<file path="config.mk">
export PLATFORM = sky130hd
export DESIGN_NAME = softmax_result_packer
export DESIGN_NICKNAME = d
export VERILOG_FILES = /design/src/rtl/softmax_pkg.sv /design/src/rtl/fp32_to_bf16.sv /design/src/rtl/softmax_result_packer.sv
export SDC_FILE = /design/constraint.sdc
export NUM_CORES = 1
export LEC_CHECK = 0
export BUFFER_PORTS_ARGS = -buffer_cell sky130_fd_sc_hd__buf_2
export CELL_PAD_IN_SITES_DETAIL_PLACEMENT = 1
export CELL_PAD_IN_SITES_GLOBAL_PLACEMENT = 1
export CORE_ASPECT_RATIO = 0.6
export CORE_MARGIN = 8
export CORE_UTILIZATION = 40
export DETAILED_ROUTE_END_ITERATION = 10
export PLACE_DENSITY = 0.72
export SYNTH_ARGS = -nofsm -noshare
export SYNTH_HDL_FRONTEND = slang
export SYNTH_SLANG_ARGS = --single-unit
</file>
<file path="constraint.sdc">
create_clock -name clk -period 3.95 [get_ports clk]
set_input_delay 0.79 -clock clk [delete_from_list [all_inputs] [get_ports clk]]
set_output_delay 0.79 -clock clk [all_outputs]
set_load 0.05 [all_outputs]
</file>
<file path="src/rtl/softmax_pkg.sv">
// Shared widths and FSM encoding for the softmax write-back path.
package softmax_pkg;

    localparam int FP32_W       = 32;
    localparam int BF16_W       = 16;
    localparam int LANES        = 4;
    localparam int DATA_NUM_DEF = 192;

    typedef enum logic [1:0] {
        IDLE  = 2'd0,
        RUN   = 2'd1,
        DRAIN = 2'd2,
        DONE  = 2'd3
    } state_e;

endpackage

</file>
<file path="src/rtl/fp32_to_bf16.sv">
// One-lane fp32 -> bf16 narrowing. Truncates by default; `SOFTMAX_PACK_RNE_EN selects
// round-to-nearest-even with quiet-NaN canonicalisation.
module fp32_to_bf16
    import softmax_pkg::*;
(
    input  logic [FP32_W-1:0] i_f,
    output logic [BF16_W-1:0] o_h
);

`ifdef SOFTMAX_PACK_RNE_EN
    logic w_nan;
    logic w_inc;

    assign w_nan = (i_f[30:23] == 8'hFF) && (i_f[22:0] != 23'd0);
    // Inf has an all-zero mantissa, so it never rounds; max finite may carry into Inf.
    assign w_inc = i_f[15] & ((i_f[14:0] != 15'd0) | i_f[16]);
    assign o_h   = w_nan ? {i_f[31], 8'hFF, 7'h40}
                         : i_f[31:16] + {{(BF16_W-1){1'b0}}, w_inc};
`else
    logic w_unused_lo;

    assign w_unused_lo = ^i_f[15:0];
    assign o_h         = i_f[31:16];
`endif

endmodule

</file>
<file path="src/rtl/softmax_result_packer.sv">
// Softmax write-back: narrows 4x fp32 beats to bf16, buffers them in a skid FIFO and writes
// one 64b word per beat at base_addr + index. Rounding mode chosen by `SOFTMAX_PACK_RNE_EN.
module softmax_result_packer
    import softmax_pkg::*;
#(
    parameter int DATA_NUM   = DATA_NUM_DEF,
    parameter int ADDR_W     = 16,
    parameter int FIFO_DEPTH = 8
) (
    input  logic                      clk,
    input  logic                      rst_n,
    input  logic                      stage_start,
    input  logic [ADDR_W-1:0]         base_addr,
    input  logic                      in_tvalid,
    input  logic [LANES*FP32_W-1:0]   in_tdata,
    output logic                      mem_wr_en,
    output logic [ADDR_W-1:0]         mem_wr_addr,
    output logic [LANES*BF16_W-1:0]   mem_wr_data,
    input  logic                      mem_wr_ready,
    output logic                      done,
    output logic                      overflow
);

    localparam int PTR_W = $clog2(FIFO_DEPTH);
    localparam int CNT_W = $clog2(DATA_NUM + 1);
    localparam logic [CNT_W-1:0]  CNT_LAST  = CNT_W'(DATA_NUM);
    localparam logic [CNT_W-1:0]  CNT_PRE   = CNT_W'(DATA_NUM - 1);
    localparam logic [CNT_W-1:0]  CNT_ONE   = CNT_W'(1);
    localparam logic [ADDR_W-1:0] ADDR_ONE  = ADDR_W'(1);
    localparam logic [PTR_W:0]    PTR_ONE   = (PTR_W+1)'(1);

    state_e                          r_state;
    logic                            r_start_d;
    logic [ADDR_W-1:0]               r_base;
    logic [CNT_W-1:0]                r_in_cnt;
    logic [ADDR_W-1:0]               r_wr_cnt;
    logic                            r_ovf;
    logic [LANES*BF16_W-1:0]         r_mem [FIFO_DEPTH];
    logic [PTR_W:0]                  r_wptr;
    logic [PTR_W:0]                  r_rptr;

    logic [LANES-1:0][BF16_W-1:0]    w_bf;
    logic                            w_busy;
    logic                            w_rise;
    logic                            w_abort;
    logic                            w_arm;
    logic                            w_empty;
    logic                            w_full;
    logic                            w_pop;
    logic                            w_beat;
    logic                            w_push;

    for (genvar g = 0; g < LANES; g++) begin : g_lane
        fp32_to_bf16 u_cvt (
            .i_f (in_tdata[g*FP32_W +: FP32_W]),
            .o_h (w_bf[g])
        );
    end

    assign w_busy  = (r_state == RUN) || (r_state == DRAIN);
    assign w_rise  = stage_start & ~r_start_d;
    assign w_abort = w_busy & ~stage_start;
    assign w_arm   = w_rise & ((r_state == IDLE) || (r_state == DONE));

    assign w_empty = (r_wptr == r_rptr);
    assign w_full  = (r_wptr[PTR_W] != r_rptr[PTR_W]) &&
                     (r_wptr[PTR_W-1:0] == r_rptr[PTR_W-1:0]);

    assign w_pop   = mem_wr_en & mem_wr_ready;
    // Beats in the abort cycle are discarded without touching overflow.
    assign w_beat  = (r_state == RUN) & stage_start & in_tvalid;
    assign w_push  = w_beat & (~w_full | w_pop);

    assign mem_wr_en   = w_busy & ~w_empty;
    assign mem_wr_addr = r_base + r_wr_cnt;
    assign mem_wr_data = r_mem[r_rptr[PTR_W-1:0]];
    assign done        = (r_state == DONE);
    assign overflow    = r_ovf;

    // Storage is reset so mem_wr_data reads zero out of reset.
    always_ff @(posedge clk or negedge rst_n) begin
        if (!rst_n) begin
            r_wptr <= '0;
            r_rptr <= '0;
            for (int i = 0; i < FIFO_DEPTH; i++) r_mem[i] <= '0;
        end else if (w_arm || w_abort) begin
            r_wptr <= '0;
            r_rptr <= '0;
        end else begin
            if (w_push) begin
                r_mem[r_wptr[PTR_W-1:0]] <= w_bf;
                r_wptr                   <= r_wptr + PTR_ONE;
            end
            if (w_pop) r_rptr <= r_rptr + PTR_ONE;
        end
    end

    always_ff @(posedge clk or negedge rst_n) begin
        if (!rst_n) begin
            r_state   <= IDLE;
            r_start_d <= 1'b0;
            r_base    <= '0;
            r_in_cnt  <= '0;
            r_wr_cnt  <= '0;
            r_ovf     <= 1'b0;
        end else begin
            r_start_d <= stage_start;
            if (w_pop) r_wr_cnt <= r_wr_cnt + ADDR_ONE;
            if (w_arm) begin
                r_state  <= RUN;
                r_base   <= base_addr;
                r_in_cnt <= '0;
                r_wr_cnt <= '0;
                r_ovf    <= 1'b0;
            end else begin
                case (r_state)
                    RUN: begin
                        if (!stage_start) begin
                            r_state <= IDLE;
                        end else if (w_beat) begin
                            r_in_cnt <= r_in_cnt + CNT_ONE;
                            if (r_in_cnt == CNT_PRE) r_state <= DRAIN;
                            if (!w_push) r_ovf <= 1'b1;
                        end
                    end
                    DRAIN: begin
                        if (!stage_start)                           r_state <= IDLE;
                        else if (w_empty && r_in_cnt == CNT_LAST)   r_state <= DONE;
                    end
                    DONE:    r_state <= IDLE;
                    default: r_state <= IDLE;
                endcase
            end
        end
    end

endmodule

</file>
* After elaboration in Yosys (flattened, before gate mapping)
Cells that the tools add are included.
** Storage, ports and cells
- Bits in registers :: 564
- Logic and storage cells :: 97
- Bits of input ports :: 149
- Output and inout bits :: 83
** Cells by class
- Mux-type cells :: 28
- Reduce and logical (&&, ||, !) cells :: 17
- $lt $le $gt $ge :: 3
- Bitwise gates (word level) :: 16
- Equality and inequality tests :: 12
- Add/subtract/negate cells :: 5
** Operators by type and width (count)
- bitwise mux 512 bit :: 1
- binary-select mux 64 bit (select 3 bit) :: 1
- demux 64 bit (select 3 bit) :: 1
- 2-to-1 mux 64 bit :: 3
- 2-to-1 mux 16 bit :: 2
- 2-to-1 mux 8 bit :: 4
- adder 16 x 1 -> 16 bit (second input constant) :: 1
- adder 16 bit :: 1
- equality test 8 bit (second input constant) :: 2
- 2-to-1 mux 4 bit :: 4
- 2-to-1 mux 2 bit :: 6
- nonzero test 2 bit :: 6
- adder 4 x 1 -> 4 bit (second input constant) :: 2
- adder 8 x 1 -> 8 bit (second input constant) :: 1
- AND 1 bit :: 8
- >= comparator 4 bit (second input constant) :: 2
- != test 4 x 3 -> 1 bit (second input constant) :: 2
- NOT 3 -> 4 bit :: 2
- AND reduction 3 bit :: 2
- 2-to-1 mux 1 bit :: 5
- NOT 1 bit :: 5
- equality test 2 bit (second input constant) :: 2
- equality test 4 bit :: 1
- < comparator 4 x 1 -> 1 bit (second input constant) :: 1
- other kinds (12) :: 16

* Longest topological paths before layout
Gate-level depths: netlist of the first run.
- Depth after elaboration :: 11
- Depth in mapped cells :: 9
- Gate-level depth less buffers :: 7

* By module
Synthesis of the first run repeated with hierarchy kept, for this count alone.
** Second synthesis, totals
- Cell total of the unflattened synthesis :: 1752
- Area, all modules :: 26392.8 um^2
** Modules (own cells, without submodules)
- softmax_result_packer :: cells an instance 1688, area an instance 25912.4 um^2, seq. area each 14113.5 um^2, times used 1
- fp32_to_bf16 :: cells an instance 16, area an instance 120.1 um^2, seq. area each 0.0 um^2, times used 4

* Least setup slack after synthesis of the first run
Ideal clock, no wire load.
- Path type :: register to output
- Start point :: reg r_wr_cnt[0]
- End point :: out mem_wr_addr[14]
- Arrival time :: 2762 ps
- Path buffers :: 0
- Required time :: 3160 ps
- Stages on the path, launching flop included :: 7
- Setup slack :: 398 ps
- Cell sequence :: dfrtp_1 -> ha_1 -> fa_1 -> a21o_1 -> a21oi_1 -> a21oi_1 -> a311oi_1
** On the way
- Longest elaborated chain between the ends :: 1
** Ends and longest elaborated chain
- start, declared :: line softmax_result_packer.sv:36 : logic [ADDR_W-1:0] r_wr_cnt;
- start signal, assigned :: line softmax_result_packer.sv:108 : if (w_pop) r_wr_cnt <= r_wr_cnt + ADDR_ONE;
- adder 16 bit :: line softmax_result_packer.sv:75 : assign mem_wr_addr = r_base + r_wr_cnt;
- end, declared :: line softmax_result_packer.sv:17 : output logic [ADDR_W-1:0] mem_wr_addr,
Every way passes these cells.

* Worst setup path in the final report of the first run
- Start point :: reg r_wr_cnt[0]
- End point :: out mem_wr_addr[12]
Same word-level chain as after synthesis.

==> impl_table.tex, run 1 <==
\begin{tabular}{lr}
\hline
Metric & Value \\
\hline
\multicolumn{2}{l}{\textbf{Floorplanning}} \\
\quad Full die area & around 74000 um\^{}2 \\
\quad Chip width & about 350 um \\
\quad Floorplan Core Area & 64400 um\^{}2 \\
\quad Number of placed I/O pins & $\sim$230 \\
\quad Initial standard-cell utilization of the core & 40.5\% \\
\quad \# rows & 72 \\
\quad Die Y-Extent & between 200 and 250 um \\
\multicolumn{2}{l}{\textbf{Routing}} \\
\quad Vias per inst & approximately 5.5 \\
\quad Initial detailed-routing violation count & approximately 860 \\
\quad Vias post-DR & 15021 \\
\quad First-pass iteration count of the detailed router & 5 \\
\quad Final routed wirelength across all metal layers & approximately 64000 um \\
\quad Number of nets with antenna violations after detailed routing & 0 \\
\quad Post-route DRC violation count & 0 \\
\quad Routed wire length per instance & between 20 and 25 um \\
\multicolumn{2}{l}{\textbf{Clock tree}} \\
\quad Num Clock Sinks & roughly 560 \\
\quad Post-CTS setup buffer count & 0 \\
\quad Clk root buf & clkbuf\_16 \\
\quad H-tree depth reported by CTS & 2 \\
\quad TritonCTS clock tree & yes \\
\quad Maximum clock insertion buffer count & 3 \\
\quad Clock buffer count from CTS & 55 \\
\quad Number of instances resized during post-cts repair & 0 \\
\quad Hold buffers post-CTS & 0 \\
\quad Clock input transition at the sequential cells of the worst setup and hold paths & about 60 ps \\
\quad Clock latency of the later-clocked register in the worst-skew pair & 610 ps \\
\multicolumn{2}{l}{\textbf{Power}} \\
\quad Power Dens Cells & roughly 500 nW/um\^{}2 \\
\quad Peak supply drop & between 0.0003 and 0.0004 V \\
\quad Lkg Pwr & roughly 14 nW \\
\quad Overall power of the completed layout & roughly 15 mW \\
\multicolumn{2}{l}{\textbf{Min path}} \\
\quad Tightest Hold Check Type & in2async \\
\multicolumn{2}{l}{\textbf{Synth}} \\
\quad Synth warn & 0 \\
\quad Synthesized net count & about 1900 \\
\quad Most used standard cells in the synthesized netlist & 571 x mux2\_2, 564 x dfrtp\_1, 128 x mux4\_2, 69 x nand2\_1, 36 x nor2\_1 \\
\quad Count of unique library cells instantiated by Yosys & 48 \\
\quad Primary FF master, synth & dfrtp\_1 \\
\quad Biggest area consumer among synthesized cells & dfrtp\_1 \\
\quad Mapped Area & between 20000 and 30000 um\^{}2 \\
\quad Number of enable flip-flop cells after synthesis & 0 \\
\quad Post-Synthesis Mean Instance Area & 15.5 um\^{}2 \\
\quad Gate count after technology mapping & 1679 \\
\quad Most frequent cell after synthesis & mux2\_2 \\
\quad Async set-or-reset flop fraction in the synthesized netlist & 100\% \\
\quad Flops \& latches, synth & $\sim$560 \\
\quad Part of the Yosys area used for sequential elements & 54.2\% \\
\quad Main area contributors after synthesis & dfrtp\_1 54\%, mux2\_2 25\%, mux4\_2 11\% \\
\quad Proportion of netlist area held by the largest area contributor & 54.2\% \\
\multicolumn{2}{l}{\textbf{GRT}} \\
\quad First-pass GRT wire length & just over 100000 um \\
\quad Initial antenna violation count & 14 \\
\quad Total gr overflow & 0 \\
\quad Vias in the first global route & around 17000 \\
\quad Global routing usage summed across all routing layers & approximately 18\% \\
\quad Pin count of the biggest net entering global routing & roughly 130 \\
\multicolumn{2}{l}{\textbf{Critical path}} \\
\quad Sequence of cells on the critical path & ha\_1 -> fa\_1 -> a21o\_1 -> a21oi\_1 -> a21oi\_1 -> o41ai\_2 -> xnor2\_1 -> buf\_2 \\
\quad Worst Setup Start Kind & flop \\
\quad Critical path endpoint category & output port \\
\quad R2R Setup Slk & 790 ps \\
\quad Endpoint of the lowest-slack register-to-register path & r\_mem[496] \\
\quad Worst endpoint required time & approximately 3200 ps \\
\quad Data arrival, critical path & approximately 3000 ps \\
\quad Origin of the critical flop-to-flop path & r\_state[0] \\
\quad Worst setup path category & reg2out \\
\quad Stage delay of the slowest cell on the critical path & 420 ps \\
\quad Maximum fanout along the worst path & 4 \\
\quad CP max stage cell & dfrtp\_1 \\
\quad CP dominant cell by count & a21oi\_1 \\
\quad Cell depth of the worst flop-to-flop path & 8 \\
\multicolumn{2}{l}{\textbf{Final layout}} \\
\quad Area of combinational cells with multiple inputs & roughly 11000 um\^{}2 \\
\quad Filler cells & 6298 \\
\quad P\&R area growth vs syn & 14.0\% \\
\quad Register area & approximately 14000 um\^{}2 \\
\quad Net count, final & approximately 2000 \\
\quad Layout cells sized above 1 & 53.6\% \\
\quad Post-route core utilization & around 46\% \\
\multicolumn{2}{l}{\textbf{STA}} \\
\quad Final setup violation count & 0 \\
\quad Timing-limited maximum frequency & 261 MHz \\
\quad Final critical delay including setup and external delays & roughly 3800 ps \\
\quad Layout Skew & approximately 12 ps \\
\quad Final worst path period share & $\sim$97\% \\
\quad Final number of max-transition violations & 0 \\
\quad Worst slew margin relative to its limit & 39.4\% \\
\quad Setup repair after global routing missed its margin & false \\
\quad Worst-margin pin slew & a little over 900 ps \\
\quad Total negative slack for setup checks & 0 ps \\
\quad Final hold viol count & 0 \\
\multicolumn{2}{l}{\textbf{Run}} \\
\quad Number of max-cap violations & 0 \\
\multicolumn{2}{l}{\textbf{Placement}} \\
\quad Weighted congestion at the end of routability-driven global placement & a little under 0.8 \\
\quad Number of buffers added on ports & roughly 170 \\
\quad Half-perimeter wire length of the detailed placement result & between 30000 and 40000 um \\
\multicolumn{2}{l}{\textbf{Outcome}} \\
\quad Result of the run & finished clean \\
\hline
\end{tabular}
==> worst max path at each step <==
stage	endpoint	from	slack [ps]
4_1_cts	mem_wr_addr[12]	r_wr_cnt[0]	20
3_5_place_dp	mem_wr_addr[12]	r_wr_cnt[0]	720
2_1_floorplan	mem_wr_addr[14]	r_wr_cnt[0]	400
6_report	mem_wr_addr[12]	r_wr_cnt[0]	120
5_1_grt	mem_wr_addr[12]	r_wr_cnt[0]	3
3_3_place_gp	mem_wr_addr[12]	r_wr_cnt[0]	760
==> cell type report <==
cell class                 count  share of cell area [%]
timing repair buffer         200                    4.44
tap                          851                    3.59
sequential                   564                    47.6
inverter                       8                   0.101
clock inverter                19                   0.893
clock buffer                  71                    5.14
antenna                        4                  0.0337
multi-input combinational   1009                    38.2
==> report_power, final <==
group          switching [mW]  internal [mW]
clock                    2.26           3.10
combinational            1.96           1.10
sequential              0.210           6.16
==> per-stage QoR <==
step	hold WS, ps	cell area, um^2	cells	setup WS [ps]
floorplan	452	26100	1679	398
global placement	468	27900	2632	760
detailed placement	469	27900	2632	724
CTS	55.0	29700	2722	19.6
global route	87.8	29700	2724	2.94
finish	87.7	29700	2726	120
==> logic make-up (layout without fill, tap and decap cells) <==
group / count (synthesis) / after routing / synth area share, %
adder cells (fa/ha/maj): 24 / 24 / 1.18
buffers and inverters: 106 / 298 / 2.43
AO/OA/AOI/OAI: 56 / 56 / 1.36
multiplexers: 705 / 705 / 36.0
other: 0 / 4 / 0
XOR/XNOR: 42 / 42 / 1.41
flip-flops: 564 / 564 / 54.2
AND/OR/NAND/NOR: 182 / 182 / 3.45
==> flip-flops by register name (all words and copies together), names as in the netlist <==
name and flops:
r_start_d 1, r_wptr 4, r_mem 512, r_rptr 4
r_state 2, r_in_cnt 8, overflow 1, r_wr_cnt 16
r_base 16
==> layout by cell type (no fill, tap or decap), drive strengths merged, types with 23 or more instances in the layout <==
cell      n
nor2     36
a21oi    24
buf     200
dfrtp   564
mux4    128
ha       23
nand2    70
mux2    576
clkbuf   71
==> per-layer routing <==
layer  up-vias  track usage, %  wire (um)
met5         -               0         86
met4        16            4.41       1210
met3       109            3.44       2560
met2       209            28.2      30300
met1      8121            24.7      30200
li1       6566               -          -
==> critical path: cells and delay by family, from the launching register on <==
kind	cells	cell delay, ps
compound gates	4	920
xor+xnor	1	160
fa+ha+maj	2	650
buf+inv	1	290
flops	1	420
Note: power is estimated with default switching activity, not from simulation.
==> run 2: changes to the inputs <==
==> constraint.sdc (replaced) <==
create_clock -name clk -period 3.95 [get_ports clk]
set_input_delay 0.79 -clock clk [delete_from_list [all_inputs] [get_ports clk]]
set_output_delay 0.79 -clock clk [all_outputs]
set_load 0.01 [all_outputs]
==> run 2 against run 1 <==
Compared with the run above:
- hold slack lost 13 ps
- combinational power decreased by 30%
- sequential share of layout area fell by 0.088 points
- die area did not move
- utilization rose by 0.085 points
- worst setup slack better by 76 ps
- sequential power about the same
- sequential cell count stayed put
==> impl_table.tex, run 2 (synthesis gave the netlist of run 1 again) <==
\begin{tabular}{lr}
\hline
Metric & Value \\
\hline
\multicolumn{2}{l}{\textbf{Critical path}} \\
\quad Origin of the critical flop-to-flop path & r\_state[0] \\
\quad Data arrival, critical path & 2960 ps (-80 ps) \\
\quad Endpoint of the lowest-slack register-to-register path & r\_mem[418] \\
\quad Stage delay of the slowest cell on the critical path & 430 ps (about the same) \\
\quad Crit path buffers/inverters & 1 (unchanged) \\
\quad Worst Setup Start Kind & flop \\
\quad Worst endpoint required time & 3160 ps (about the same) \\
\quad Worst setup path category & reg2out \\
\quad Cell depth of the worst flop-to-flop path & 8 (unchanged) \\
\quad Sequence of cells on the critical path & ha\_1 -> fa\_1 -> a21o\_1 -> a21oi\_1 -> a21oi\_1 -> o41ai\_1 -> xnor2\_1 -> buf\_2 \\
\quad Critical path endpoint category & output port \\
\quad Maximum fanout along the worst path & 4 (unchanged) \\
\quad R2R Setup Slk & 860 ps (+70 ps) \\
\quad CP max stage cell & dfrtp\_1 \\
\quad Cell class contributing the biggest share of worst-path delay & compound AO/OA/AOI/OAI gates \\
\quad CP dominant cell by count & a21oi\_1 \\
\multicolumn{2}{l}{\textbf{Final layout}} \\
\quad Register with the most flip-flops & r\_mem \\
\quad Filler cells & 6262 (-0.57\%) \\
\quad Registers with the highest flip-flop counts & r\_mem: 512 flops, r\_base: 16 flops, r\_wr\_cnt: 16 flops \\
\quad P\&R area growth vs syn & 14.2\% \\
\quad Net count, final & 2008 (-0.15\%) \\
\quad Post-route core utilization & 46.2\% (+0.085 points) \\
\quad Max FFs per register & 512 (unchanged) \\
\quad Layout cells sized above 1 & 53.6\% (about the same) \\
\quad Leading cell type in the layout, fill and taps excluded & mux2\_2 \\
\quad Non-filler cells in the finished layout & 2735 (+0.33\%) \\
\quad Leading cell types in the layout, fill and taps excluded & 571 x mux2\_2, 561 x dfrtp\_1, 166 x buf\_2 \\
\multicolumn{2}{l}{\textbf{Outcome}} \\
\quad Result of the run & finished clean \\
\multicolumn{2}{l}{\textbf{Routing}} \\
\quad First-pass iteration count of the detailed router & 6 (+1) \\
\quad Vias post-DR & 15061 (+0.27\%) \\
\quad Number of nets with antenna violations after detailed routing & 0 (unchanged) \\
\quad Post-route DRC violation count & 0 (unchanged) \\
\quad Final routed wirelength across all metal layers & 64100 um (-0.34\%) \\
\quad Vias per inst & 5.51 (about the same) \\
\quad Initial detailed-routing violation count & 683 (-20\%) \\
\quad Routed wire length per instance & 23.4 um (-0.67\%) \\
\multicolumn{2}{l}{\textbf{Min path}} \\
\quad Tightest Hold Check Type & in2async \\
\multicolumn{2}{l}{\textbf{GRT}} \\
\quad Pin count of the biggest net entering global routing & 132 (unchanged) \\
\quad Vias in the first global route & 16970 (-0.91\%) \\
\quad Total gr overflow & 0 (unchanged) \\
\quad Initial antenna violation count & 17 (+3) \\
\quad Global routing usage summed across all routing layers & 17.6\% (+0.035 points) \\
\quad First-pass GRT wire length & 104000 um (+0.29\%) \\
\multicolumn{2}{l}{\textbf{Placement}} \\
\quad Number of buffers added on ports & 167 (unchanged) \\
\quad Weighted congestion at the end of routability-driven global placement & 0.763 (-1.1\%) \\
\quad Number of cells after detailed placement & 2630 (-0.076\%) \\
\quad Half-perimeter wire length of the detailed placement result & 38700 um (-0.80\%) \\
\quad Pre-CTS setup slack & 863 ps (+139 ps) \\
\multicolumn{2}{l}{\textbf{Clock tree}} \\
\quad Clock latency of the later-clocked register in the worst-skew pair & 600 ps (about the same) \\
\quad TritonCTS clock tree & yes \\
\quad Clock input transition at the sequential cells of the worst setup and hold paths & 60 ps (about the same) \\
\quad Maximum clock insertion buffer count & 3 (unchanged) \\
\quad Hold buffers post-CTS & 0 (unchanged) \\
\quad Num Clock Sinks & 564 (unchanged) \\
\quad Clock buffer count from CTS & 54 (-1.8\%) \\
\quad Number of instances resized during post-cts repair & 0 (unchanged) \\
\quad Post-CTS setup buffer count & 0 (unchanged) \\
\quad H-tree depth reported by CTS & 2 (unchanged) \\
\quad Clk root buf & clkbuf\_16 \\
\multicolumn{2}{l}{\textbf{Floorplanning}} \\
\quad Initial standard-cell utilization of the core & 40.5\% (unchanged) \\
\quad Chip width & 345 um (unchanged) \\
\quad Die Y-Extent & 214 um (unchanged) \\
\quad \# rows & 72 (unchanged) \\
\quad Full die area & 73800 um\^{}2 (unchanged) \\
\quad Number of placed I/O pins & 232 (unchanged) \\
\quad Floorplan Core Area & 64400 um\^{}2 (unchanged) \\
\multicolumn{2}{l}{\textbf{STA}} \\
\quad Final setup violation count & 0 (unchanged) \\
\quad Final hold viol count & 0 (unchanged) \\
\quad Final critical delay including setup and external delays & 3750 ps (-76.3 ps) \\
\quad Post-route worst setup slack & 197 ps (+76.3 ps) \\
\quad Final worst path period share & 95.0\% (-1.9 points) \\
\quad Worst-margin pin slew & 941 ps (+32.6 ps) \\
\quad Worst slew margin relative to its limit & 37.3\% (-2.2 points) \\
\quad Layout Skew & 12.0 ps (-0.0653 ps) \\
\quad Final number of max-transition violations & 0 (unchanged) \\
\quad Setup repair after global routing missed its margin & false \\
\quad Timing-limited maximum frequency & 266 MHz (+2.0\%) \\
\quad Total negative slack for setup checks & 0 ps (unchanged) \\
\multicolumn{2}{l}{\textbf{Power}} \\
\quad Lkg Pwr & 14.3 nW (+0.16\%) \\
\quad Power Dens Cells & 472 nW/um\^{}2 (-5.2\%) \\
\quad Peak supply drop & 0.000331 V (-16\%) \\
\quad Overall power of the completed layout & 14.0 mW (-5.0\%) \\
\multicolumn{2}{l}{\textbf{Run}} \\
\quad Number of max-cap violations & 0 (unchanged) \\
\hline
\end{tabular}
run 2: changes by cell type in the layout (fill, tap and decap cells not counted), sizes merged:
cell | previous run | this run
clkbuf | 71 | 79
clkinvlp | 1 | 2
clkinv | 10 | 12
inv | 10 | 8
buf | 200 | 198
diode | 4 | 6
run 2: worst max path at each step:
| stage | start | to | slack (ps) | cells past startpoint |
|---|---|---|---|---|
| after global placement | r_wr_cnt[0] | mem_wr_addr[12] | 880 | 8 |
| after detailed placement | mem_wr_ready | r_mem[163] | 860 | 7 |
| final | r_wr_cnt[0] | mem_wr_addr[12] | 200 | 8 |
| after floorplan | r_wr_cnt[0] | mem_wr_addr[12] | 1180 | 7 |
| after global routing | r_wr_cnt[0] | mem_wr_addr[12] | 60 | 8 |
| after CTS | r_wr_cnt[0] | mem_wr_addr[12] | 180 | 8 |
run 2: layout make-up:
class | count | area (um^2) | area share, %
multi-input cells | 1009 | 11400 | 38.1
clock buffers | 79 | 1640 | 5.51
inverters | 8 | 30.0 | 0.101
well taps | 851 | 1060 | 3.58
diodes | 6 | 15.0 | 0.0505
flip-flops and latches | 564 | 14100 | 47.5
clock inverters | 20 | 263 | 0.883
repair buffers | 198 | 1270 | 4.26
run 2: power breakdown:
part,switching [mW],internal (mW),leakage (nW)
registers,0.207,6.16,7.72
logic,1.04,1.09,5.65
clock network,2.28,3.26,0.939
run 2: layer usage:
metal,global-route usage (%),vias up,share of wire [%]
li1,-,6571,-
met5,0,-,0.17
met2,28.3,218,48
met4,4.55,18,2.0
met3,3.66,106,4.2
met1,24.5,8148,46
run 2: stage by stage:
step	hold slack (ps)	area, um^2
after floorplan	452	26100
after global placement	467	27800
after detailed placement	477	27800
after CTS	52.0	29700
after global routing	69.4	29700
final	74.6	29800
run 2: worst register-to-register path, delay by kind of cell (launching register included):
| kind | cells | cell delay (ps) |
|---|---|---|
| adders and majority gates | 1 | 380 |
| buffers and inverters | 2 | 450 |
| DFF | 1 | 400 |
| muxes | 1 | 330 |
| and+or+nand+nor | 4 | 1410 |
